### src/rtl/hazard_stall_unit_pkg.sv
// Shared types and constants for the ID-stage hazard/stall controller.
package hazard_stall_unit_pkg;

  typedef enum logic [1:0] {
    RUN   = 2'b00,
    STALL = 2'b01,
    FLUSH = 2'b10
  } state_e;

  localparam logic [4:0] REG_ZERO = 5'd0;

  // A producer register conflicts with ID when it is nonzero and read by ID.
  function automatic logic reg_hit(input logic [4:0] r,
                                   input logic [4:0] rs,
                                   input logic [4:0] rt,
                                   input logic       uses_rt);
    return (r != REG_ZERO) && ((r == rs) || (uses_rt && (r == rt)));
  endfunction

endpackage

### src/rtl/hazard_stall_unit_len_calc.sv
// Combinational stall-length decode: how many cycles ID must wait for its operands.
module hazard_len_calc
  import hazard_stall_unit_pkg::*;
(
  input  logic [4:0] ID_rs,
  input  logic [4:0] ID_rt,
  input  logic       ID_uses_rt,
  input  logic       Branch,
  input  logic       EX_MemRead,
  input  logic       EX_RegWrite,
  input  logic [4:0] EX_Reg_Write,
  input  logic       MEM_MemRead,
  input  logic [4:0] MEM_Reg_Write,
  output logic [1:0] stall_len
);

  logic ex_hit;
  logic mem_hit;

  always_comb begin
    ex_hit  = reg_hit(EX_Reg_Write, ID_rs, ID_rt, ID_uses_rt);
    mem_hit = reg_hit(MEM_Reg_Write, ID_rs, ID_rt, ID_uses_rt);
    stall_len = 2'd0;
    if (Branch && EX_MemRead && ex_hit)
      stall_len = 2'd2;
    else if (Branch && EX_RegWrite && !EX_MemRead && ex_hit)
      stall_len = 2'd1;
    else if (Branch && MEM_MemRead && mem_hit)
      stall_len = 2'd1;
    else if (!Branch && EX_MemRead && ex_hit)
      stall_len = 2'd1;
  end

endmodule

### src/rtl/hazard_stall_unit.sv
// ID-stage stall/flush controller: load-use and branch-operand stalls, taken-branch
// flushes of IF/ID, and a saturating stall-cycle counter.
module hazard_stall_unit
  import hazard_stall_unit_pkg::*;
#(
  parameter int unsigned CNT_W = 16
) (
  input  logic             clk,
  input  logic             rst,
  input  logic [4:0]       ID_rs,
  input  logic [4:0]       ID_rt,
  input  logic             ID_uses_rt,
  input  logic             Branch,
  input  logic             Branch_taken,
  input  logic             EX_MemRead,
  input  logic             EX_RegWrite,
  input  logic [4:0]       EX_Reg_Write,
  input  logic             MEM_MemRead,
  input  logic [4:0]       MEM_Reg_Write,
  output logic             PC_Write,
  output logic             IF_ID_Write,
  output logic             IF_ID_Flush,
  output logic             ID_EX_Bubble,
  output logic             stall_active,
  output logic [CNT_W-1:0] stall_cycles
);

  state_e           state_q, state_d;
  logic [1:0]       rem_q, rem_d;
  logic [CNT_W-1:0] cnt_q, cnt_d;
  logic [1:0]       stall_len;
  logic             stall_now;
  logic             flush_now;

  hazard_len_calc u_len (
    .ID_rs         (ID_rs),
    .ID_rt         (ID_rt),
    .ID_uses_rt    (ID_uses_rt),
    .Branch        (Branch),
    .EX_MemRead    (EX_MemRead),
    .EX_RegWrite   (EX_RegWrite),
    .EX_Reg_Write  (EX_Reg_Write),
    .MEM_MemRead   (MEM_MemRead),
    .MEM_Reg_Write (MEM_Reg_Write),
    .stall_len     (stall_len)
  );

  always_comb begin
    state_d   = state_q;
    rem_d     = rem_q;
    stall_now = 1'b0;
    flush_now = 1'b0;
    case (state_q)
      STALL: begin
        // rem_q counts stall cycles still owed after the detecting cycle;
        // this cycle pays one of them.
        stall_now = 1'b1;
        rem_d     = rem_q - 2'd1;
        if (rem_q <= 2'd1) begin
          state_d = RUN;
          rem_d   = '0;
        end
      end
      default: begin
        if (stall_len != 2'd0) begin
          stall_now = 1'b1;
          if (stall_len > 2'd1) begin
            state_d = STALL;
            rem_d   = stall_len - 2'd1;
          end else begin
            state_d = RUN;
          end
        end else if (Branch && Branch_taken) begin
          flush_now = 1'b1;
          state_d   = FLUSH;
        end else begin
          state_d = RUN;
        end
      end
    endcase

    cnt_d = cnt_q;
    if (stall_now && (cnt_q != '1))
      cnt_d = cnt_q + CNT_W'(1);
  end

  always_ff @(posedge clk or negedge rst) begin
    if (!rst) begin
      state_q <= RUN;
      rem_q   <= '0;
      cnt_q   <= '0;
    end else begin
      state_q <= state_d;
      rem_q   <= rem_d;
      cnt_q   <= cnt_d;
    end
  end

  // While reset is held the decode still runs, but its effect on outputs is masked.
  always_comb begin
    ID_EX_Bubble = rst & stall_now;
    PC_Write     = ~ID_EX_Bubble;
    IF_ID_Write  = ~ID_EX_Bubble;
    IF_ID_Flush  = rst & flush_now;
    stall_active = (state_q == STALL);
    stall_cycles = cnt_q;
  end

endmodule

### config.mk
export PLATFORM = sky130hd
export DESIGN_NAME = hazard_stall_unit
export DESIGN_NICKNAME = d
export VERILOG_FILES = /design/src/rtl/hazard_stall_unit_pkg.sv /design/src/rtl/hazard_stall_unit_len_calc.sv /design/src/rtl/hazard_stall_unit.sv
export SDC_FILE = /design/constraint.sdc
export NUM_CORES = 1
export LEC_CHECK = 0
export ABC_AREA = 0
export CAP_MARGIN = 15
export CORE_ASPECT_RATIO = 1.5
export CORE_UTILIZATION = 55
export DETAILED_ROUTE_END_ITERATION = 8
export DONT_BUFFER_PORTS = 1
export PLACE_DENSITY_LB_ADDON = 0.1
export SLEW_MARGIN = 10
export SYNTH_ARGS = -nofsm -noshare
export SYNTH_HDL_FRONTEND = slang
export SYNTH_HIERARCHICAL = 1
export SYNTH_SLANG_ARGS = --single-unit
### constraint.sdc
create_clock -name clk -period 3.8 [get_ports clk]
set_input_delay 0.19 -clock clk [delete_from_list [all_inputs] [get_ports clk]]
set_output_delay 0.19 -clock clk [all_outputs]
set_load 0.02 [all_outputs]
==> results, run 1 <==
- The number of violations reported at the end of detailed-routing iteration 0 is 4.
- The worst hold margin is approximately 0.038 ns.
- The synthesized design spends more area on one cell type than any other, namely sky130_fd_sc_hd__dfrtp_1.
- The static leakage power is about 0.54 nW.
- In this run the most critical hold path is launched from Branch_taken.
- The initial cell density of the core is 57.8%.
- The hold violation count in the final report was 0.
- For this run, design rule violations remaining after detail routing come to 0.
- The number of routed nets with antenna violations is 0.
- The number of nets in the synthesized netlist is approximately 160.
- A synthesized cell averages ~9.6 um2.
- The number of distinct library cell variants in the gate-level netlist after synthesis is 30.
- Across the run, the number of max-cap violations was 0.
- Summing all multi-input logic gate instances after layout gives 737 um2.
- The die is 41.3 um wide.
- The share of synthesized area in the top cell type comes to approximately 40%.
- The buffer count from post-CTS setup fixing is 0.
- The flip-flop cell with the highest count after synthesis is sky130_fd_sc_hd__dfrtp_1.
- In this run the cell area of the synthesized design comes to ~1300 um2.
- The number of buffers and inverters on the critical path is 2.
- The routed wire length is 2540 um.
- The sequential element share of the synthesized area is about two fifths.
- The clock-pin slew on the worst setup and hold paths is ~0.11 ns.
- The final setup skew is 0.00393 ns.
- The fraction of final layout cells sized beyond drive strength 1 is about 6.6%.
- The number of levels in the clock H-tree is 1.
- The total negative setup slack is 0 ns.
- The leftover overflow at the end of global routing is 0.
- The share of flip-flops with an asynchronous set or reset after synthesis is 100%.
- STA classifies the critical path endpoint as an output port.
- The region available for standard cell placement spans 2210 um2.
- The clock sink total is 20.
- At the pin with the least slew margin, the transition time is 0.868 ns.
- Across every metal layer, demand over resource in global routing totals 22.8%.
- The instance count of the mapped netlist is roughly 130.
- The count of instances resized after the clock tree is built is 0.
- The clock buffer count from CTS is 3.
- The die span in y is slightly above 60 um.
- The source of the worst register-to-register timing path is stall_cycles[0]$_DFFE_PN0P_.
- Counting the fill cells in the layout gives about 210.
- Counting along the longest clock path gives a buffer depth of 2.
- The cell with the largest stage delay on the worst path is sky130_fd_sc_hd__nand2_1.
- The post-route clock period utilization is 63.0%.
- The global-route wire length before repair is 3870 um.
- In this run the cell area measured after placement is 1280 um2.
- The largest net degree at the start of global routing is 21.
- Across all layers, the routed design uses 1,007 vias.
- The initial antenna violation count is 0.
- IR analysis of the VDD net gives a maximum drop of approximately 0.18 mV.
- Setup repair after global routing left no endpoint under its margin.
- After layout, the minimum clock period comes to 2.39 ns.
- For this run, the post-layout net count is 168.
- The total power consumption of the routed design is 0.508 mW.
- The floorplan row count is 21.
- In this run the worst path has a maximum fanout of 7.
- The arrival time of the worst setup path is 2.20 ns.
- Relative to the synthesized area, the layout overhead comes to 4.42%.
- The number of setup violations in the final report is 0.
- The total of buffers placed on input and output ports is 0.
- 0 antenna diodes ended up in the layout.
- After synthesis, the cell types taking the most area are sky130_fd_sc_hd__dfrtp_1, sky130_fd_sc_hd__xnor2_1, sky130_fd_sc_hd__nand2_1.
- On the critical path the largest part of the delay comes from simple AND/OR/NAND/NOR gates.
- The detailed-route vias per instance is 6.33.
- For the worst setup path, the data required time is 3.61 ns.
- CTS placed an instance of sky130_fd_sc_hd__clkbuf_4 at the clock tree root.
- The final number of max-transition violations came to 0.
- In this run the power density over the cells is 381 nW/um2.
- In this run, synthesis produced a sequential element count of 20.
- Walking the worst path, the cells encountered are xnor2_1, nand3_1, o22ai_1, o2111ai_1, a21oi_1, inv_1, ha_1, nand2_1, nand2_1, inv_1.
- The final cell area excluding filler cells is roughly 1300 um2.
- The detailed-routing iteration count for the pre-antenna-repair pass is 4.
- The commonest cells after synthesis are sky130_fd_sc_hd__xnor2_1, sky130_fd_sc_hd__dfrtp_1, sky130_fd_sc_hd__nand2_1.
- The start point of the critical path is ID_rs[0].
- Summing all flip-flop and latch instances after layout gives 500 um2.
- STA classifies the critical path startpoint as an input port.
- The number of global-route vias before repair is 962.
- The latest clock arrival within the worst-skew pair is 0.29 ns.
- The critical path in this run is classified as input port to output port.
- The worst min-delay path class is input port to flip-flop.
- The number of enable flip-flop cells after synthesis is 0.
- The total die area is about 2500 um2.
- The most frequently used cell type in the post-synthesis netlist is sky130_fd_sc_hd__xnor2_1.
- The CTS tree is done.
- The maximum single-stage delay on the critical path is 0.31 ns.
- The relative slew slack is 41.9%.
- The flow ran to the end, and the final reports show no timing, DRC or antenna violations.
- The half-perimeter wire length after placement is 2020 um.
- The placer congestion estimate is 0.800.
- The final routed wire length divided by cell count is 16.0 um.
- The count of warnings emitted by yosys is 6.
- The achievable frequency is 0.418 GHz.
- The number of hold buffers added after CTS is 1.
- The I/O pin count is slightly below 50.
-- state kept, by name (all words and copies together) (netlist names) --
name	flops
rem_q	2
stall_cycles	16
state_q	2
-- area by class of cell --
class / instances / area share [%]
repair buffers: 1 / 0.752
inverters: 5 / 1.41
well taps: 23 / 2.16
multi-input cells: 106 / 55.4
flip-flops and latches: 20 / 37.6
clock buffers: 4 / 2.73
-- report_power, final --
part / internal [mW] / switching, mW / leakage, nW
logic: 0.0452 / 0.0378 / 0.244
registers: 0.237 / 0.0668 / 0.270
clock network: 0.0583 / 0.0623 / 0.0210
-- layout by cell type (no fill, tap or decap), types with 2 or more instances in the layout --
| cell | instances |
|---|---|
| sky130_fd_sc_hd__a21oi_1 | 6 |
| sky130_fd_sc_hd__and3_1 | 3 |
| sky130_fd_sc_hd__clkbuf_4 | 3 |
| sky130_fd_sc_hd__dfrtp_1 | 20 |
| sky130_fd_sc_hd__ha_1 | 3 |
| sky130_fd_sc_hd__inv_1 | 5 |
| sky130_fd_sc_hd__mux2i_1 | 2 |
| sky130_fd_sc_hd__nand2_1 | 16 |
| sky130_fd_sc_hd__nand3_1 | 10 |
| sky130_fd_sc_hd__nand4_1 | 9 |
| sky130_fd_sc_hd__nor2_1 | 3 |
| sky130_fd_sc_hd__nor3_1 | 3 |
| sky130_fd_sc_hd__o22ai_1 | 3 |
| sky130_fd_sc_hd__xnor2_1 | 33 |
-- per-stage QoR --
stage	setup slack [ns]	cells	utilization (%)
after floorplan	1.67	133	-
after global placement	1.47	154	58.2
after detailed placement	1.42	154	58.2
after CTS	1.41	159	60.3
after global routing	1.26	159	60.3
final	1.41	159	60.3
-- worst paths after layout --
kind	slack [ns]	cells after the start	end
setup / recovery	1.41	10	ID_EX_Bubble
hold / removal	0.04	2	state_q[1]$_DFFE_PN0P_
setup reg to reg	1.75	5	stall_cycles[1]$_DFFE_PN0P_
hold reg to reg	0.50	1	rem_q[0]$_DFFE_PN0P_
max in group asynchronous	2.82	1	stall_cycles[11]$_DFFE_PN0P_
min in group asynchronous	0.44	1	stall_cycles[9]$_DFFE_PN0P_
-- per-layer routing --
layer	up-vias	part of all wire, %	GRT usage [%]
li1	476	-	-
met1	488	35	22.2
met2	41	59	44.4
met3	2	5.7	4.40
met4	0	0.98	6.91
met5	-	0	0
-- logic make-up (layout without fill, tap and decap cells) --
family / count (synthesis) / after routing / synth area share (%)
adders and majority gates: 3 / 3 / 2.94
buffers and inverters: 7 / 10 / 2.94
muxes: 3 / 3 / 2.45
AOI/OAI and AO/OA: 14 / 14 / 7.36
and+or+nand+nor: 53 / 53 / 22.4
DFF: 20 / 20 / 39.3
xor gates and xnor gates: 33 / 33 / 22.7
-- worst register-to-register path: stages (launching register included) --
cell and delay [ns]:
sky130_fd_sc_hd__dfrtp_1 0.55, sky130_fd_sc_hd__ha_1 0.23, sky130_fd_sc_hd__nand3_1 0.13, sky130_fd_sc_hd__or4_4 0.54
sky130_fd_sc_hd__nand2_1 0.15, sky130_fd_sc_hd__mux2_2 0.35
(Power assumes the default switching activity.)
==> run 2, diff against run 1 <==
ABC_AREA = 1   (was 0)
clock period = 2.1 ns   (was 3.8 ns; I/O delays follow)
==> results, run 2 <==
- After detailed routing, the number of remaining DRC violations is 0.
- The cell area power density is 611 nW/um2.
- In the layout the commonest cells are sky130_fd_sc_hd__nand2_1, sky130_fd_sc_hd__inv_1, sky130_fd_sc_hd__nor2_1.
- Combinational logic burns 27.9% of the power.
- The die is 47.5 um wide.
- Subtracting the final worst setup slack from the clock period gives 1.77 ns.
- Ranked by instance count, the synthesized netlist is headed by sky130_fd_sc_hd__nand2_1, sky130_fd_sc_hd__inv_1, sky130_fd_sc_hd__nor2_1.
- The finished cells cover between 1500 and 2000 um2.
- Global routing used 24.4% of the available tracks.
- The static leakage power is 0.997 nW.
- Summing the sequential cell areas from Yosys gives 29.3% of the chip area.
- The share of total power dissipated in the clock network is between 20% and 30%.
- The CTS tree is done.
- Setup repair after global routing left no endpoint under its margin.
- The total of flip-flops plus latches after synthesis is 20.
- The initialized floorplan defines 24 standard-cell rows.
- The area added between synthesis and finish is 9.16%.
- The largest net degree at the start of global routing is 21.
- The internal portion of the total power is 0.731 mW.
- Setup violations remaining at the end of the flow were counted as 0.
- After floorplanning, the core was sized to cover about 3000 um2.
- The cell area that synthesis handed to floorplanning was 1710 um2.
- CTS placed an instance of sky130_fd_sc_hd__clkbuf_8 at the clock tree root.
- The clock passes through at most 2 buffers.
- The total area of sequential cells is 500 um2.
- The number of routed nets with antenna violations is 0.
- The most frequent standard cell in the layout excluding fill and tap cells is sky130_fd_sc_hd__nand2_1.
- Multiplexer cells account for 0% of the synthesized area.
- For the final routed database, the setup TNS stands at 0 ns.
- Per report_power, the sequential group accounts for 45.5% of the total.
- The routed wire length is 3820 um.
- The post-route netlist has around a tenth of its cells at a drive strength greater than 1.
- At the end of the flow, the number of nets in the layout was 323.
- The final routed wire length divided by cell count is between 10 and 15 um.
- The detailed-routing iteration count for the pre-antenna-repair pass is 4.
- The relative slew slack is between 30% and 40%.
- The synthesized area per cell is 6.10 um2.
- The instance count of the mapped netlist is 280.
- The global-route wire length before repair is 5870 um.
- Summed over all instances, the cell type with the most area after synthesis is sky130_fd_sc_hd__nand2_1.
- Measured on the finished design, the core utilization comes to 63.4%.
- By area, the combinational part of the netlist is dominated by simple AND/OR/NAND/NOR gates.
- The leftover overflow at the end of global routing is 0.
- The I/O pin count is 49.
- The placer congestion estimate is approximately 0.83.
- The buffer count from post-CTS setup fixing is 0.
- The number of global-route vias before repair came to 1,446.
- The die span in y is 70.3 um.
- The post-route clock period utilization is 84.5%.
- The flow ran to the end, and the final reports show no timing, DRC or antenna violations.
- The share of the synthesized area in the top cell type is around 30%.
- The number of distinct library cell variants in the gate-level netlist after synthesis is 24.
- The via total after detailed routing is 1,636.
- The share of flip-flops with an asynchronous set or reset after synthesis is 100%.
- The initial antenna violation count is 0.
- The arrival time of the worst setup path is 1.98 ns.
- The hold violation count in the final report is 0.
- The post-synthesis share of cell area spent on and, or, nand and nor gates is 47.6%.
- The most frequently used cell type in the post-synthesis netlist is sky130_fd_sc_hd__nand2_1.
- The initial cell density of the core is 58.0%.
- The xor/xnor cell area share of the yosys netlist is 5.64%.
- During synthesis, Yosys emitted a total of 6 warnings.
- In this run, placement finished with an instance count of 323.
- The achievable frequency is 0.564 GHz.
- In this run the power spent charging and discharging nets is 0.409 mW.
- The sort of element at the end of the critical path is a flip-flop.
- The half-perimeter wire length after placement is a little under 3000 um.
- After Yosys synthesis, full adders, half adders and majority gates account for 2.20% of the synthesized area.
- VDD sags by at most 0.569 mV.
- At the worst endpoint, the required time is about 2.3 ns.
- For the pin with the worst max-slew slack, the measured transition is 0.932 ns.
- The post-synthesis compound-gate area fraction is 4.91%.
- The critical-path maximum fanout is 4.
- The number of cells on the worst hold path is 6.
- For the worst-skew pair, the clock arrives at the later sink with an insertion delay of 0.27 ns.
- The synthesized netlist net count is 311.
- The finished layout holds 330 standard cells, fillers aside.
- CTS saw 20 sinks.
- The total of fill cells in the finished design is 305.
- The clock-pin slew on the worst setup and hold paths is 0.08 ns.
- The total inserted antenna cells is 0.
- The path type of the worst setup path is input port to flip-flop.
- The total of buffers placed on input and output ports is 0.
- Ranked by total cell area, the synthesized netlist is headed by sky130_fd_sc_hd__nand2_1, sky130_fd_sc_hd__dfrtp_1, sky130_fd_sc_hd__inv_1.
- The register with the most flip-flops in the layout has 16 of them.
- The total die area is 3340 um2.
- The detailed-route vias per instance is just under 5.
- The number of enable flip-flop cells after synthesis is 0.
- Across all register-to-register paths, the minimum setup slack is 0.40 ns.
- The clock buffer count from CTS is 3.
- The critical path launch point type is an input port.
- Net switching is 35.9% of the power.
- The total placed instance area is 1780 um2.
- The multi-input gate area in the final layout is ~1000 um2.
- The number of violations reported at the end of detailed-routing iteration 0 is 28.
- The worst hold margin is 0.286 ns.
- The final setup skew is 0.00588 ns.
- The number of levels in the clock H-tree is 1.
- In this run the worst hold path is classified as input port to flip-flop.
- The final number of max-transition violations is 0.
- The number of max-capacitance violations reported is 0.
- The number of cells on the worst reg-to-reg path is 8.
- Among all flip-flop cells after synthesis, the most frequent one is sky130_fd_sc_hd__dfrtp_1.
## run 2: changes by cell type after synthesis, sizes merged, moves of 4 or more
cell / change
xnor2: -27
xor2: +5
a21oi: -4
nor2: +32
o21ai: +6
inv: +34
nand2: +120
nand4: -6
## run 2: logic make-up (layout without fill, tap and decap cells)
group                    after synthesis  in the layout
AO/OA/AOI/OAI                         12             12
flip-flops                            20             20
buffers and inverters                 42             53
AND/OR/NAND/NOR                      192            192
XOR/XNOR                              11             11
adder cells (fa/ha/maj)                3              3
## run 2: cell type report
type / instances / share of cell area (%)
multi-input combinational: 218 / 55.3
sequential: 20 / 26.8
inverter: 39 / 7.85
timing repair buffer: 10 / 4.43
clock buffer: 4 / 2.95
tap: 39 / 2.62
## run 2: metrics by stage
step / power (mW) / worst slack, ns
after floorplan: 0.757 / 0.174
after global placement: 0.827 / 0.168
after detailed placement: 0.830 / 0.151
after CTS: 1.14 / 0.321
after global routing: 1.21 / 0.0811
final: 1.14 / 0.326
## run 2: worst paths after layout
check	from	to
min in group asynchronous	rst	state_q[0]$_DFFE_PN0P_
worst min register to register	rem_q[1]$_DFFE_PN0P_	rem_q[1]$_DFFE_PN0P_
worst min-delay path	Branch	state_q[0]$_DFFE_PN0P_
max in group asynchronous	rst	stall_cycles[10]$_DFFE_PN0P_
worst max-delay path	ID_rs[3]	state_q[1]$_DFFE_PN0P_
worst max register to register	stall_cycles[0]$_DFFE_PN0P_	stall_cycles[14]$_DFFE_PN0P_
## run 2: critical path, cell delays in order
cell,delay (ns)
sky130_fd_sc_hd__inv_1,0.03
sky130_fd_sc_hd__nand2_1,0.05
sky130_fd_sc_hd__nand2_1,0.05
sky130_fd_sc_hd__nor2_1,0.10
sky130_fd_sc_hd__nand3_1,0.13
sky130_fd_sc_hd__a21oi_2,0.18
sky130_fd_sc_hd__a21oi_2,0.06
sky130_fd_sc_hd__inv_1,0.05
sky130_fd_sc_hd__ha_1,0.14
sky130_fd_sc_hd__inv_1,0.05
sky130_fd_sc_hd__nor2_1,0.23
sky130_fd_sc_hd__inv_2,0.11
sky130_fd_sc_hd__nor3_1,0.12
sky130_fd_sc_hd__dlygate4sd3_1,0.58
## run 2: power groups by stage
| stage | Sequential (mW) | Combinational (mW) | Clock (mW) |
|---|---|---|---|
| final | 0.519 | 0.318 | 0.303 |
| after global routing | 0.529 | 0.367 | 0.319 |
| after CTS | 0.518 | 0.320 | 0.305 |
| after detailed placement | 0.524 | 0.306 | 0 |
| after global placement | 0.524 | 0.303 | 0 |
| after floorplan | 0.550 | 0.206 | 0 |
## run 2: timing repair
item / 4_1_cts / 5_1_grt
endpoints found under the setup margin: 0 / 0
hold buffers: 3 / 0
resized for setup: 0 / 0
endpoints found under the hold margin: 21 / 0
## run 2: routing by layer
layer	track usage, %	wire (um)
met4	8.57	60
met5	0	0
met1	25.2	1570
met3	5.68	194
met2	44.1	2000
==> run 3, diff against run 2 <==
clock period = 1.85 ns   (was 2.1 ns; I/O delays follow)
==> results, run 3 (synthesized netlist as in run 2, its figures left out) <==
- The run finished with clean final reports.
- The first detailed-routing pass took 4 iterations.
- The flip-flop count of the largest register after layout is 16.
- For this block, the routed nets add up to 4070 um of wire.
- The area of the core is 2940 um2.
- Together, buffers and inverters on the worst path number 1.
- The number of violations reported at the end of detailed-routing iteration 0 is 27.
- Setup violations remaining at the end of the flow were counted as 0.
- The initial antenna violation count is 0.
- The achievable frequency is ~0.6 GHz.
- The clock passes through at most 2 buffers.
- The critical-path maximum fanout is 15.
- The leftover overflow at the end of global routing is 0.
- The final setup skew is 0.00412 ns.
- For this design the top-level I/O count stands at 49.
- The clock buffer count from CTS is 3.
- The setup path with the least slack is of type flip-flop to flip-flop.
- After detailed routing, the number of remaining DRC violations is 0.
- The slew at the pin closest to its max-slew limit is 0.949 ns.
- The clock sink total is 20.
- The worst setup path is captured at a flip-flop.
- The final number of max-transition violations is 0.
- Measured on the finished design, the core utilization comes to between 60 and 70%.
- The number of standard cells in the layout, taps in and fillers out is 342.
- The CTS tree is done.
- VDD sags by at most 0.473 mV.
- The clock-pin slew on the worst setup and hold paths is 0.08 ns.
- The x dimension of the die is 47.5 um.
- The cell with the largest stage delay on the worst path is sky130_fd_sc_hd__o21ai_4.
- The die span in y is 70.3 um.
- The via total after detailed routing is 1,699.
- The half-perimeter wire length after placement is approximately 3200 um.
- The final routed wire length divided by cell count is 11.9 um.
- The arrival time of the worst setup path is 1.86 ns.
- The minimum clock period is roughly 1.7 ns.
- The area growth from synthesis to layout is 16.5%.
- Counting tap cells, the placed design contains a total of 336 instances.
- The hold violation count in the final report is 0.
- The cell area power density is around 670 nW/um2.
- The cell that appears most often on the critical path is sky130_fd_sc_hd__nand2_1.
- The total power consumption of the routed design is 1.34 mW.
- In the layout the commonest cells are sky130_fd_sc_hd__nand2_1, sky130_fd_sc_hd__inv_1, sky130_fd_sc_hd__nor2_1.
- The total of fill cells in the finished design is slightly above 300.
- For the worst-skew pair, the clock arrives at the later sink with an insertion delay of 0.25 ns.
- The largest net degree at the start of global routing is 21.
- Once detail routing completed, the nets flagged for antenna violations numbered 0.
- The floorplan row count is 24.
- The worst min-delay path class is input port to flip-flop.
- The total inserted antenna cells is 0.
- The library cell used most frequently in the layout, excluding fill and tap cells, is sky130_fd_sc_hd__nand2_1.
- The family with the most delay on the worst path is simple AND/OR/NAND/NOR gates.
- The tightest hold path in the finished design has a slack of 0.0598 ns.
- STA classifies the critical path startpoint as a flip-flop.
- In this design, the stage delay of the slowest critical-path cell is 0.38 ns.
- Summed over all cells, the static leakage comes to 1.07 nW.
- The die covers roughly 3300 um2.
- The final layout contains 335 nets.
- Data on the critical path is required at its endpoint by between 2 and 2.5 ns.
- Once the floorplan was initialized, standard cells occupied 58.0% of the core.
- The number of global-route vias before repair is 1,663.
- The all-layer global routing usage is 26.5%.
- The total negative setup slack is 0 ns.
- The global-route wire length before repair is 6470 um.
- The post-route clock period utilization is ~90%.
- At the end of routability-driven placement, the weighted congestion stood at 0.866.
- Max-cap violations in this run came to 0.
- The fraction of final layout cells sized beyond drive strength 1 is 15.5%.
- The critical path goes through ha_1, inv_1, nor2_4, nand3_4, o21ai_4, nand2_1, nand2_1.
- The worst pin sits at a relative slew slack of between 30% and 40%.
- Port buffering added 0 buffers.
- Using the TritonRoute via totals, the vias-per-cell ratio works out to 4.97.
- Setup repair after global routing left no endpoint under its margin.
- In this run the number of H-tree levels came out at 1.
- The tree is rooted in a sky130_fd_sc_hd__clkbuf_8.
[run 3: layout make-up]
cell class                      instances  area, um2  area share (%)
Multi-Input combinational cell        218       1060            53.1
Timing Repair Buffer                   22        183            9.18
Inverter                               39        146            7.36
Clock buffer                            4       55.1            2.77
Sequential cell                        20        500            25.2
Tap cell                               39       48.8            2.45
[run 3: stage by stage]
stage	cell area, um2	worst slack [ns]
final	1990	0.188
after global routing	1990	0.000467
after CTS	1970	0.0274
after detailed placement	1900	0.0415
after global placement	1900	0.0776
after floorplan	1720	0.0925
[run 3: routing by layer]
layer	GRT usage, %	vias up	wire length [um]
met4	8.89	0	78
li1	-	894	-
met1	24.5	756	1470
met3	4.65	8	197
met5	0	-	0
met2	51.6	41	2320
[run 3: worst register-to-register path: stages (launching register included)]
cell                      delay, ns
sky130_fd_sc_hd__dfrtp_1       0.36
sky130_fd_sc_hd__ha_1          0.27
sky130_fd_sc_hd__inv_1         0.10
sky130_fd_sc_hd__nor2_4        0.18
sky130_fd_sc_hd__nand3_4       0.12
sky130_fd_sc_hd__o21ai_4       0.38
sky130_fd_sc_hd__nand2_1       0.10
sky130_fd_sc_hd__nand2_1       0.09
[run 3: path summary, 6_finish.rpt]
path                                                  start                            to  slack (ns)  cells after the start
worst max-delay path            stall_cycles[0]$_DFFE_PN0P_  stall_cycles[15]$_DFFE_PN0P_        0.19                      7
worst min-delay path                           Branch_taken        state_q[1]$_DFFE_PN0P_        0.06                      2
worst max register to register  stall_cycles[0]$_DFFE_PN0P_  stall_cycles[15]$_DFFE_PN0P_        0.19                      7
worst min register to register         rem_q[1]$_DFFE_PN0P_          rem_q[1]$_DFFE_PN0P_        0.52                      2
max in group asynchronous                               rst  stall_cycles[11]$_DFFE_PN0P_        0.85                      1
min in group asynchronous                               rst  stall_cycles[10]$_DFFE_PN0P_        0.43                      1
[run 3: where the power goes]
part / total [mW] / leakage, nW / internal, mW / switching, mW
combinational: 0.458 / 0.771 / 0.172 / 0.286
clock: 0.338 / 0.0288 / 0.189 / 0.149
sequential: 0.543 / 0.269 / 0.502 / 0.0403
total: 1.34 / 1.07 / 0.863 / 0.475
[run 3: timing repair]
| action | 4_1_cts | 5_1_grt |
|---|---|---|
| setup endpoints to repair | 0 | 3 |
| hold buffers | 2 | 0 |
| buffers inserted | 0 | 0 |
| gates resized for setup | 0 | 3 |
| hold endpoints to repair | 21 | 0 |
